File: config.mk
export PLATFORM = sky130hd
export DESIGN_NAME = tff_counter
export DESIGN_NICKNAME = d
export VERILOG_FILES = /design/src/rtl/tff_counter.sv
export SDC_FILE = /design/constraint.sdc
export NUM_CORES = 1
export LEC_CHECK = 0
export CORE_ASPECT_RATIO = 0.9
export CORE_MARGIN = 2
export CORE_UTILIZATION = 44
export CTS_CLUSTER_DIAMETER = 120
export DETAILED_ROUTE_END_ITERATION = 16
export HOLD_SLACK_MARGIN = 0.1
export PLACE_DENSITY_LB_ADDON = 0.12
export SYNTH_ARGS = -nofsm -noshare
export SYNTH_HDL_FRONTEND = slang
export SYNTH_SLANG_ARGS = --single-unit
File: constraint.sdc
create_clock -name clk -period 2.53 [get_ports clk]
set_clock_uncertainty 0.2 [all_clocks]
set_input_delay 0.506 -clock clk [delete_from_list [all_inputs] [get_ports clk]]
set_output_delay 0.506 -clock clk [all_outputs]
set_load 0.05 [all_outputs]
File: src/rtl/tff_counter.sv
// ---------------------------------------------------------------------------
// tff_counter
//
// WIDTH-bit counter/toggle register built from T-flip-flop cells. It has four
// operating modes (per-bit toggle, count up, count down, parallel load), a
// programmable modulus, optional saturation, terminal-count and wrap
// indications, and a fixed priority of clr > pre > enabled operation > hold.
//
// Parameters:
//   WIDTH     register width in bits (1..32)
//   MODULO    count range 0..MODULO-1, 2 <= MODULO <= 2**WIDTH
//   SATURATE  0 = wrap at the range ends, 1 = hold at the range ends
//
// Ports:
//   clk        rising-edge clock
//   clr        synchronous active-high clear, q <= 0 (wins over pre)
//   pre        synchronous active-high preset, q <= MODULO-1
//   en         operation enable; q holds when low
//   mode       00 toggle, 01 up, 10 down, 11 load
//   t          per-bit toggle mask (mode 00)
//   d          parallel load data (mode 11)
//   q          registered count/state
//   qn         bitwise complement of q
//   tc         terminal count (combinational), for cascading stages
//   wrap       one-cycle pulse in the cycle q shows a wrapped value
//   range_err  one-cycle pulse in the cycle q shows a clamped toggle/load
// ---------------------------------------------------------------------------
module tff_counter #(
    parameter int              WIDTH    = 8,
    parameter longint unsigned MODULO   = 64'd1 << WIDTH,
    parameter bit              SATURATE = 1'b0
) (
    input  logic             clk,
    input  logic             clr,
    input  logic             pre,
    input  logic             en,
    input  logic [1:0]       mode,
    input  logic [WIDTH-1:0] t,
    input  logic [WIDTH-1:0] d,
    output logic [WIDTH-1:0] q,
    output logic [WIDTH-1:0] qn,
    output logic             tc,
    output logic             wrap,
    output logic             range_err
);

    // Largest legal count. MODULO may be 2**WIDTH, which does not fit in
    // WIDTH bits, so every range comparison is made against MODULO-1 instead.
    localparam longint unsigned MAX_L   = MODULO - 64'd1;
    localparam logic [WIDTH-1:0] MAX_VAL = MAX_L[WIDTH-1:0];

    localparam logic [1:0] MODE_TOGGLE = 2'b00;
    localparam logic [1:0] MODE_UP     = 2'b01;
    localparam logic [1:0] MODE_DOWN   = 2'b10;
    localparam logic [1:0] MODE_LOAD   = 2'b11;

    logic [WIDTH-1:0] count_q, count_d;
    logic             wrap_q, wrap_d;
    logic             range_err_q, range_err_d;

    logic [WIDTH-1:0] toggled;
    logic             at_max;
    logic             at_zero;

    // One T-flip-flop cell per bit: a set mask bit inverts that bit.
    for (genvar gi = 0; gi < WIDTH; gi++) begin : g_tcell
        assign toggled[gi] = count_q[gi] ^ t[gi];
    end

    assign at_max  = (count_q == MAX_VAL);
    assign at_zero = (count_q == '0);

    always_comb begin
        count_d     = count_q;
        wrap_d      = 1'b0;
        range_err_d = 1'b0;

        if (clr) begin
            count_d = '0;
        end else if (pre) begin
            count_d = MAX_VAL;
        end else if (en) begin
            case (mode)
                MODE_TOGGLE: begin
                    if (toggled > MAX_VAL) begin
                        count_d     = MAX_VAL;
                        range_err_d = 1'b1;
                    end else begin
                        count_d = toggled;
                    end
                end
                MODE_UP: begin
                    // Explicit compare, never natural overflow, so a short
                    // modulus wraps at MODULO-1 rather than at 2**WIDTH-1.
                    if (!at_max) begin
                        count_d = count_q + WIDTH'(1);
                    end else if (!SATURATE) begin
                        count_d = '0;
                        wrap_d  = 1'b1;
                    end
                end
                MODE_DOWN: begin
                    if (!at_zero) begin
                        count_d = count_q - WIDTH'(1);
                    end else if (!SATURATE) begin
                        count_d = MAX_VAL;
                        wrap_d  = 1'b1;
                    end
                end
                MODE_LOAD: begin
                    if (d > MAX_VAL) begin
                        count_d     = MAX_VAL;
                        range_err_d = 1'b1;
                    end else begin
                        count_d = d;
                    end
                end
                default: begin
                    count_d = count_q;
                end
            endcase
        end
    end

    always_ff @(posedge clk) begin
        if (clr) begin
            count_q     <= '0;
            wrap_q      <= 1'b0;
            range_err_q <= 1'b0;
        end else begin
            count_q     <= count_d;
            wrap_q      <= wrap_d;
            range_err_q <= range_err_d;
        end
    end

    assign q         = count_q;
    assign qn        = ~count_q;
    assign wrap      = wrap_q;
    assign range_err = range_err_q;

    // Asserted the cycle before a wrap/saturation edge, regardless of
    // SATURATE, so tc can enable a following counter stage.
    assign tc = en & (((mode == MODE_UP) & at_max) | ((mode == MODE_DOWN) & at_zero));

endmodule

=== Yosys cells after proc, flatten, opt, wreduce, memory -nomap -nowiden ===
Index checks and enable logic that the tools add are counted.

* RAM bits: 0
* Flip-flop bits (word level): 10
* Bits of input ports: 22
* Bits in read-only memories: 0
* Latch bits: 0
* Memories kept: 0
* Word-level logic and storage cells: 42
* Output and inout port bits: 19

* Bitwise operators: 14
* Reduce and logical (&&, ||, !) cells: 4
* Order comparisons: 2
* Equality and inequality tests: 4
* Multiplexer cells: 13
* Multipliers: 0
* Div/mod/pow operators: 0
* Shift-type cells: 0
* Add/subtract/negate cells: 2

{| class="wikitable"
|+ Operators with widths
! operator !! number
|-
| 2-to-1 mux 8 bit || 6
|-
| one-hot mux 8 bit (4 select lines) || 1
|-
| greater-than comparator 8 bit, second input constant || 2
|-
| adder 8 x 1 -> 8 bit, second input constant || 1
|-
| == test 8 bit, second input constant || 1
|-
| logical NOT 8 bit || 1
|-
| inverter 8 bit || 1
|-
| subtractor 8 x 1 -> 8 bit, second input constant || 1
|-
| XOR 1 bit || 8
|-
| == test 2 bit, second input constant || 2
|-
| 2-to-1 mux 1 bit || 4
|-
| one-hot mux 1 bit (2 select lines) || 2
|-
| bitwise AND 1 bit || 3
|-
| OR reduction 3 bit || 1
|-
| == test 2 x 1 -> 1 bit, second input constant || 1
|-
| logical NOT 2 bit || 1
|-
| nonzero test 2 bit || 1
|-
| inverter 1 bit || 1
|-
| OR 1 bit || 1
|}

=== Depth between registers and ports, before layout ===
Gate-level depths: netlist of run 1.

* Depth in word-level cells: 6
* Mapped depth: 7
* Depth with buffers taken out: 6

=== Worst setup path before layout of run 1 ===
Ideal clock, no wire load.

* Kind: reg2out
* Start: register count_q[0], in the netlist q[0]
* End: output port tc
* Data required time: 1.824 ns
* Slack: -0.736 ns
* Arrival: 2.560 ns
* Stages on the path, launching flop included: 7
* Cell sequence: dfxtp_1 > inv_1 > ha_1 > or4bb_4 > nor2_4 > a21oi_1 > nor2b_1

* Longest elaborated chain between the ends: 4

{| class="wikitable"
|+ Ends and longest elaborated chain
! what !! RTL line !! RTL
|-
| start, declared || 57 || <nowiki>logic [WIDTH-1:0] count_q, count_d;</nowiki>
|-
| start signal, assigned || 131 || <nowiki>count_q <= count_d;</nowiki>
|-
| == test 8 bit / logical NOT 8 bit (equally long branches) || 70, 71 ||
|-
| bitwise AND 1 bit || 144 || <nowiki>assign tc = en & (((mode == MODE_UP) & at_max) | ((mode == MODE_DOWN) & at_zero));</nowiki>
|-
| OR 1 bit (*) || 144 ||
|-
| bitwise AND 1 bit (*) || 144 ||
|-
| end, declared || 42 || <nowiki>output logic tc,</nowiki>
|}

Every way passes the cells marked *; elsewhere a longest branch is shown, timed or not.

=== Final worst setup path of run 1 ===
* Start: input port mode[0]
* End: output port tc

* Longest elaborated chain between the ends: 4

{| class="wikitable"
|+ Ends and longest elaborated chain
! what !! RTL line !! RTL
|-
| start, declared || 37 || <nowiki>input logic [1:0] mode,</nowiki>
|-
| == test 2 x 1 -> 1 bit / == test 2 bit (equally long branches) || 144 ||
|-
| bitwise AND 1 bit || 144 ||
|-
| OR 1 bit (*) || 144 ||
|-
| bitwise AND 1 bit (*) || 144 ||
|}

Marked as above.

==> results of run 1 <==
[area by class of cell]
type                            instances  share of cell area (%)
Clock buffer                            4                   1.537
Timing Repair Buffer                   62                   32.87
Inverter                               10                   2.635
Multi-Input combinational cell        113                   49.78
Tap cell                               28                   2.050
Sequential cell                         9                   11.13
[Yosys cell counts (2+ instances only)]
cell       n  area share [%]
dfxtp_1    9              16
xor2_1     4             3.2
inv_1      9             3.1
o21ai_0    4             1.8
o21a_1     2             1.4
nand4_1    2             1.1
a211oi_1   4             2.7
nand2_1    3             1.0
nor2b_1    2             1.1
nor3_1     3             1.4
a311oi_1   5             4.0
nand3_1   11             5.0
a222oi_1   3             2.7
and3_1     2             1.1
buf_2      5             2.3
xnor2_1    4             3.2
a21o_1     6             4.1
nand2b_1   9             5.2
a32o_1     2             1.8
ha_1       7             8.0
clkbuf_1   5             1.7
nor2_1     5             1.7
a21oi_1   17             7.8
[per-layer routing]
metal,share of wire [%],vias up
met5,0,-
met4,3.0,0
met2,47,56
met1,41,599
li1,-,639
met3,8.5,12
[placed cells by master, fill, tap and decap left out, types with 3 or more instances in the layout]
| master | n |
|---|---|
| nand2_1 | 3 |
| buf_4 | 24 |
| xnor2_1 | 4 |
| inv_1 | 6 |
| a21o_1 | 6 |
| a222oi_1 | 3 |
| a311oi_1 | 5 |
| ha_1 | 4 |
| dfxtp_1 | 5 |
| nor2_1 | 3 |
| a211oi_1 | 3 |
| nand3_1 | 11 |
| clkdlybuf4s50_1 | 34 |
| xor2_1 | 4 |
| nand2b_1 | 9 |
| o21ai_0 | 4 |
| a21oi_1 | 16 |
| nor3_1 | 3 |
| clkbuf_4 | 3 |
[final timing paths]
kind,startpoint,endpoint,slack (ns),cells after the start
worst max-delay path,mode[0],tc,0.005,8
worst max register to register,q[5]$_SDFFE_PP0P_,q[0]$_SDFFE_PP0P_,0.58,6
worst min register to register,q[7]$_SDFFE_PP0P_,q[7]$_SDFFE_PP0P_,0.52,2
worst min-delay path,q[7]$_SDFFE_PP0P_,q[7]$_SDFFE_PP0P_,0.52,2
[power breakdown]
part           internal (mW)  leakage [nW]  total [mW]  switching, mW
clock network         0.0611        0.0150       0.122         0.0612
logic                  0.157         0.589       0.362          0.205
registers              0.155        0.0765       0.182         0.0279
[flip-flops by register name, indices dropped and copies added (netlist names)]
| name | flops |
|---|---|
| wrap | 1 |
| q | 8 |
[worst max-delay path: stages]
cell	delay, ns
buf_2	0.12
inv_2	0.07
ha_4	0.13
or4bb_4	0.54
nor2_4	0.12
a21oi_2	0.06
nor2b_4	0.14
buf_12	0.14
[cells by family (layout without fill, tap and decap cells)]
logic type      count (synthesis)  in the layout  share of synthesized area, %
compound gates                 51             51                         32.53
xor+xnor                        8              8                         6.414
fa+ha+maj                       7              7                         8.018
buf+inv                        24             76                         10.19
flops                           9              9                         16.49
mux                             1              1                        0.9164
other cells                     1              1                        0.3433
simple gates                   45             45                         25.08
[repair_timing]
item                       CTS  global route
buffers inserted            11             0
gates resized for setup     14             8
setup endpoints to repair    1             9
pin swaps                    3             2
==> results.cfg, run 1 <==
[drt]
dr.pass1.iters = 4
vias_per_cell = 5.779
ant_nets = 0
drc = 0
routed_wl_um = 3671
drt_iter0_drc = 68
vias = 1306
wire_per_inst_um = 16.24

[floorplan]
fp.dieH_um = 51.27
fp.dieW_um = 56.52
core-area_um2 = 2404
die-area_um2 = 2898
start_util_pct = 45.45
rows = 17
io_pins = 41

[timing]
setup_ws_ns = 0.004533
min_period_ns = 2.525
fin_setup_tns_ns = 0
grt_setup_unrepaired = yes
whs_ns = 0.5203
tightestPinTransition_ns = 0.4997
relSlewSlack_pct = 66.58
fmax_mhz = 396.0
slew_violations = 0
finalSetupViolCount = 0
finalHoldViolations = 0
fin_crit_sh_pct = 99.82

[placement]
portBuffers = 39
dp_slack_ns = -0.3999
dpl.cell_count = 211
dpl_cell_area_um2 = 1562
dp_hpwl_um = 2590
place.gp.congestion = 0.8745

[global_routing]
gr-usage-met2_pct = 46.51
grtUsageMet3_pct = 6.329
grt_max_degree = 15
antenna_found_initial = 0
grt_use_total_pct = 26.85
grt_busiest_layer = met2
grt_pass1_vias = 1239
grt_pass1_wl_um = 5927
grt_util_met1_pct = 31.65
grt_overflow = 0

[clocking]
root_buffer = clkbuf_4
clkTransAtPathRegs_ns = 0.08
cts_sinks = 9
postCtsHoldBufs = 0
cts_tree = built
cts_buffer_depth = 2
clock_latency_ns = 0.27
cts_htree_levels = 1
numCtsBuffers = 3

[job]
drv_cap = 0

[finish]
final_area_um2 = 1709
multi_input_area_um2 = 850.8
fillCellCount = 198
utilization_pct = 71.11
num_antenna_cells = 0
drive_gt1_share_pct = 26.77
ff_latch_area_um2 = 190.2
area_growth_pct = 56.47
instances_no_fill = 226
fin_nets = 228

[min_path]
min_path_type = reg -> reg

[pwr]
peakVddDrop_uv = 358.8
total_power_mw = 0.6670
p_leak_nw = 0.6802
power.density_nw_per_um2 = 390.2

[synthesis]
synthArstFlopShare_pct = 0
yosysWarningCount = 0
synthDistinctLibCells = 46
synth_nets = 175
synthesis.area_um2 = 1092
synth_seq_cells = 9
syn_area_per_cell_um2 = 7.481
synth-edff-count = 0
ys_seq_area_share_pct = 16.49
synth_ff_type = dfxtp_1
syn_inst = 146

[setup_path]
crit_arrival_ns = 1.82
required_ns = 1.82
end_kind = primary output
critical_path.max_fanout = 2
crit_type = in -> out
start_kind = input pin

[outcome]
status = completed
No activity file was read; power rests on OpenSTA's default activity.
==> run 2: changes to the inputs <==
--- a/config.mk
+++ b/config.mk
@@ -5,6 +5,7 @@
 export SDC_FILE = /design/constraint.sdc
 export NUM_CORES = 1
 export LEC_CHECK = 0
+export ABC_CLOCK_PERIOD_IN_PS = 2530
 export CORE_ASPECT_RATIO = 0.9
 export CORE_MARGIN = 2
 export CORE_UTILIZATION = 44
==> results of run 2 <==
Same layout as run 1: the final DEF is identical, and so are final timing and power.
==> run 3: changes to the inputs <==
--- a/config.mk
+++ b/config.mk
@@ -5,11 +5,12 @@
 export SDC_FILE = /design/constraint.sdc
 export NUM_CORES = 1
 export LEC_CHECK = 0
-export ABC_CLOCK_PERIOD_IN_PS = 2530
+export ABC_CLOCK_PERIOD_IN_PS = 2200
 export CORE_ASPECT_RATIO = 0.9
 export CORE_MARGIN = 2
-export CORE_UTILIZATION = 44
+export CORE_UTILIZATION = 40
 export CTS_CLUSTER_DIAMETER = 120
+export CTS_CLUSTER_SIZE = 14
 export DETAILED_ROUTE_END_ITERATION = 16
 export HOLD_SLACK_MARGIN = 0.1
 export PLACE_DENSITY_LB_ADDON = 0.12
==> constraint.sdc (replaced) <==
create_clock -name clk -period 2.2 [get_ports clk]
set_clock_uncertainty 0.2 [all_clocks]
set_input_delay 0.44 -clock clk [delete_from_list [all_inputs] [get_ports clk]]
set_output_delay 0.44 -clock clk [all_outputs]
set_load 0.05 [all_outputs]
==> results.cfg, run 3 (same netlist as run 1, synthesis figures left out) <==
[timing]
fin_setup_tns_ns = -0.2217
min_period_ns = 2.422
finalHoldViolations = 0
finalSetupViolCount = 1
fin_crit_sh_pct = 110.1
fmax_mhz = 412.9
grt_setup_unrepaired = yes
slew_violations = 0
setup_ws_ns = -0.2217

[drt]
ant_nets = 0
vias = 1377
vias_per_cell = 5.935
drt_iter0_drc = 80
routed_wl_um = 3746
drc = 0
dr.pass1.iters = 4
wire_per_inst_um = 16.15

[placement]
portBuffers = 39
dpl_cell_area_um2 = 1647
dp_slack_ns = -0.6042
dp_hpwl_um = 2848
place.gp.congestion = 0.8886

[finish]
drive_gt1_share_pct = 32.35
num_antenna_cells = 0
fillCellCount = 209
utilization_pct = 67.72
final_area_um2 = 1714
final_cell_mix = buf_4 (43), clkdlybuf4s50_1 (20), a21oi_1 (16)
area_growth_pct = 56.93
regMostFlops = q
largest_reg_flops = 8
fin_nets = 234
final_common_cell = buf_4

[global_routing]
grt_pass1_vias = 1256
grt_pass1_wl_um = 5892
antenna_found_initial = 0
grt_overflow = 0
grt_max_degree = 15
grt_use_total_pct = 25.20

[floorplan]
rows = 17
start_util_pct = 43.15
fp.dieH_um = 53.58
die-area_um2 = 3165
fp.dieW_um = 59.09
core-area_um2 = 2531
io_pins = 41

[clocking]
cts_sinks = 9
numCtsBuffers = 3
cts_htree_levels = 1
cts_tree = built
root_buffer = clkbuf_4
clock_latency_ns = 0.28
cts_buffer_depth = 2
postCtsHoldBufs = 0
clkTransAtPathRegs_ns = 0.07

[outcome]
violations = setup timing
status = complete, but fails checks

[min_path]
hold_depth = 4
hold_end = wrap$_SDFF_PP0_
hold_path_startpoint = mode[1]
min_path_type = in -> reg

[pwr]
power.density_nw_per_um2 = 457.6
p_leak_nw = 0.7286
total_power_mw = 0.7845
peakVddDrop_uv = 322.5

[setup_path]
critical_path.top_delay_family = simple AND/OR/NAND/NOR gates
crit_slowest_cell = or4bb_4
cp_slowest_stage_delay_ns = 0.48
crit_type = reg -> out
start_kind = flip-flop
path_buf_inv = 2
rr_endpoint = q[6]$_SDFFE_PP0P_
crit_chain = clkinvlp_4 -> ha_4 -> or4bb_4 -> nor2_4 -> a21oi_2 -> nor2b_4 -> buf_12
critical_path.max_fanout = 2
reg2reg_depth = 9
crit_arrival_ns = 1.78
required_ns = 1.56
r2r-start = q[0]$_SDFFE_PP0P_
reg2reg_slack_ns = 0.13
end_kind = primary output

[job]
drv_cap = 0
[run 3: cell count changes in the layout (fill, tap and decap cells not counted), sizes merged]
cell	delta
buf	+18
clkbuf	+2
clkdlybuf4s50	-14
[run 3: worst max path at each step]
stage,cells past startpoint,slack [ns],endpoint,startpoint
finish,7,-0.22,tc,q[0]$_SDFFE_PP0P_
global route,7,-0.27,tc,q[0]$_SDFFE_PP0P_
global placement,7,-0.53,tc,mode[1]
CTS,7,-0.30,tc,q[0]$_SDFFE_PP0P_
detailed placement,8,-0.60,tc,mode[0]
floorplan,6,-0.23,tc,q[0]$_SDFFE_PP0P_
[run 3: report_power, final]
group          total [mW]  leakage [nW]  switching (mW)  internal, mW
clock network       0.145        0.0150          0.0746        0.0705
registers           0.189        0.0762          0.0118         0.177
logic               0.451         0.637           0.262         0.189
total               0.784         0.729           0.348         0.436
[run 3: repair_timing]
item	4_1_cts	5_1_grt
pin swaps	3	3
hold endpoints to repair	0	0
endpoints found under the setup margin	7	1
setup buffers	5	1
gates resized for setup	5	4
[run 3: area by class of cell]
type                       count  area (um2)  share of cell area [%]
multi-input combinational    113       827.0                   48.25
timing repair buffer          68       593.1                   34.60
sequential                     9       187.7                   10.95
inverter                      10       45.04                   2.628
tap                           28       35.03                   2.044
clock buffer                   4       26.28                   1.533
[run 3: per-layer routing]
layer | vias to the layer above | routed length [um] | track usage (%)
met3 | 8 | 337 | 5.769
met2 | 77 | 1834 | 44.44
li1 | 653 | - | -
met4 | 0 | 91 | 6.818
met1 | 639 | 1483 | 30.92
met5 | - | 0 | 0
[run 3: through the flow]
| stage | instances | hold WS [ns] |
|---|---|---|
| 6_report | 232 | 0.5190 |
| 2_1_floorplan | 146 | 0.4000 |
| 4_1_cts | 231 | 0.5573 |
| 3_5_place_dp | 222 | 0.4924 |
| 3_3_place_gp | 222 | 0.4851 |
| 5_1_grt | 232 | 0.5390 |
[run 3: worst min-delay path: cells and delay by family]
kind	cells	cell delay [ns]
buffers and inverters	2	0.20
AND/OR/NAND/NOR	1	0.18
adder cells (fa/ha/maj)	1	0.15
==> RTL edit (settings of run 3) <==
The parameter `WIDTH` goes from 8 to 9.
--- a/src/rtl/tff_counter.sv
+++ b/src/rtl/tff_counter.sv
@@ -26,7 +26,7 @@
 //   range_err  one-cycle pulse in the cycle q shows a clamped toggle/load
 // ---------------------------------------------------------------------------
 module tff_counter #(
-    parameter int              WIDTH    = 8,
+    parameter int              WIDTH    = 9,
     parameter longint unsigned MODULO   = 64'd1 << WIDTH,
     parameter bit              SATURATE = 1'b0
 ) (
Ports: changed (resized d, q, qn and t); port bits go from 41 to 45. The function was not compared with the original's and may differ.
==> RTL edit against run 3 <==
- the run still ends with setup timing left
- design area up 14%
- combinational power is 13% higher
- clock power rose by 15%
- setup slack better by 0.0054 ns
- non-clock buffer count is 14 higher
- synthesized area rose by 3.1%
- wire length increased by 13%
- critical path depth is the same
- sequential cell count grew 2
- total power rose by 16%
- worst hold slack got worse by 0.086 ns
- first-iteration DRC count is 15% higher
- global-route usage rose by 2.7 points
- critical path type unchanged
- largest cell class unchanged
- largest power group unchanged
==> RTL edit: results (changes against run 3) <==
layout-drive-gt1-share: 0.393  # +0.0695
ctsLongestPathBuffers: 2  # unchanged
vdd_drop_max_v: 0.000434  # +35%
reg2reg_depth: 8  # -1
dp_cells: 255  # +15%
cp_top_family: "simple AND/OR/NAND/NOR gates"
portBuffers: 44  # +13%
grt_max_degree: 11  # -4
place.gp.congestion: 0.905  # +1.8%
setup_slack_ns: -0.216  # +0.00535 ns
antenna_found_initial: 0  # unchanged
avgSynthCellArea_sq_um: 7.31  # -2.3%
root_buffer: "clkbuf_4"
max_stage_delay_ns: 0.36  # -0.12 ns
synth_area_leaders: "dfxtp_1 (20%), ha_1 (8.9%), xnor2_1 (8.6%)"
grt_first_pass_wirelength_um: 6630  # +13%
critPathSlowestCell: "dfxtp_4"
dpl_cell_area_sq_um: 1870  # +14%
worst_hold_path_type: "reg -> reg"
largest_register_ff_count: 9  # +1
violations: "setup timing"
htree_levels: 1  # unchanged
p_leak_nw: 0.809  # +11%
setup_tns_ns: -0.227  # -0.00484 ns
clock_latency_ns: 0.30  # +0.02 ns
grt_util_all_layers: 0.280  # +0.0275
drt_iter0_markers: 92  # +15%
ys_types: 38  # -17%
holdWs_ns: 0.433  # -0.0858 ns
layout.nets: 262  # +12%
viasPerCell: 5.73  # -3.5%
status: "finished with violations"
first_pass_iters: 4  # unchanged
antennaDiodeCount: 0  # unchanged
hpwl_um: 3270  # +15%
yosysSeqAreaShare: 0.196  # +0.0306
numCtsBuffers: 3  # unchanged
grt_pass1_vias: 1434  # +14%
yosysWarnings: 0  # unchanged
vias: 1483  # +7.7%
min_path_cells: 3  # -1
wire_per_inst_um: 16.3  # +0.86%
fillers: 225  # +7.7%
arrival_ns: 1.78  # about the same
reg2reg_setup_slack_ns: -0.01  # -0.14 ns
synth_common_cells: "a21oi_1 (19), inv_1 (14), nor2_1 (12), dfxtp_1 (11), xnor2_1 (11)"
finalSetupViolCount: 2  # +1
cts_setup_buffers: 0  # -5
synthesis.nets: 186  # +6.3%
## RTL edit: per-layer routing
metal  wire length (um)  vias to the layer above  GRT usage
met1               1840                      680      0.351
met2               1920                       82      0.449
met3                359                       15     0.0709
met4                 98                        0      0.130
li1                   -                      706          -
met5                  0                        -          0
## RTL edit: worst min-delay path, stage by stage (launching register included)
cell     delay [ns]
dfxtp_4        0.38
a31oi_1        0.08
nor2_1         0.09
nor3_1         0.05
## RTL edit: cell families after synthesis
| kind of cell | after synthesis | synth area share |
|---|---|---|
| compound gates | 46 | 0.261 |
| xor+xnor | 12 | 0.0933 |
| fa+ha+maj | 8 | 0.0889 |
| buf+inv | 25 | 0.0944 |
| flops | 11 | 0.196 |
| other cells | 1 | 0.00333 |
| mux | 1 | 0.0100 |
| simple gates | 50 | 0.253 |
## RTL edit: area by class of cell
class | instances | area [sq um] | share of cell area
clock buffers | 4 | 26.3 | 0.0135
inverters | 14 | 67.6 | 0.0347
multi-input cells | 118 | 877 | 0.451
flip-flops and latches | 11 | 244 | 0.125
well taps | 30 | 37.5 | 0.0193
repair buffers | 82 | 693 | 0.356
## RTL edit: report_power, final
group	switching, mW	internal, mW	total, mW
sequential	0.0177	0.217	0.235
combinational	0.295	0.216	0.510
clock	0.0962	0.0707	0.167
total	0.409	0.504	0.912
## RTL edit: repair_timing
action | 4_1_cts | 5_1_grt
setup endpoints to repair | 7 | 9
gates resized for setup | 10 | 5
pin swaps | 4 | 1
## RTL edit: stage by stage
step / util / worst slack [ns]
3_5_place_dp: 0.693 / -0.366
3_3_place_gp: 0.693 / -0.313
6_report: 0.720 / -0.216
2_1_floorplan: - / -0.261
4_1_cts: 0.715 / -0.188
5_1_grt: 0.720 / -0.275
## RTL edit: path summary, 6_finish.rpt
path / start / to
worst min-delay path: q[4]$_SDFFE_PP0P_ / q[4]$_SDFFE_PP0P_
worst max-delay path: q[2]$_SDFFE_PP0P_ / tc
worst max register to register: q[2]$_SDFFE_PP0P_ / q[2]$_SDFFE_PP0P_
worst min register to register: q[4]$_SDFFE_PP0P_ / q[4]$_SDFFE_PP0P_
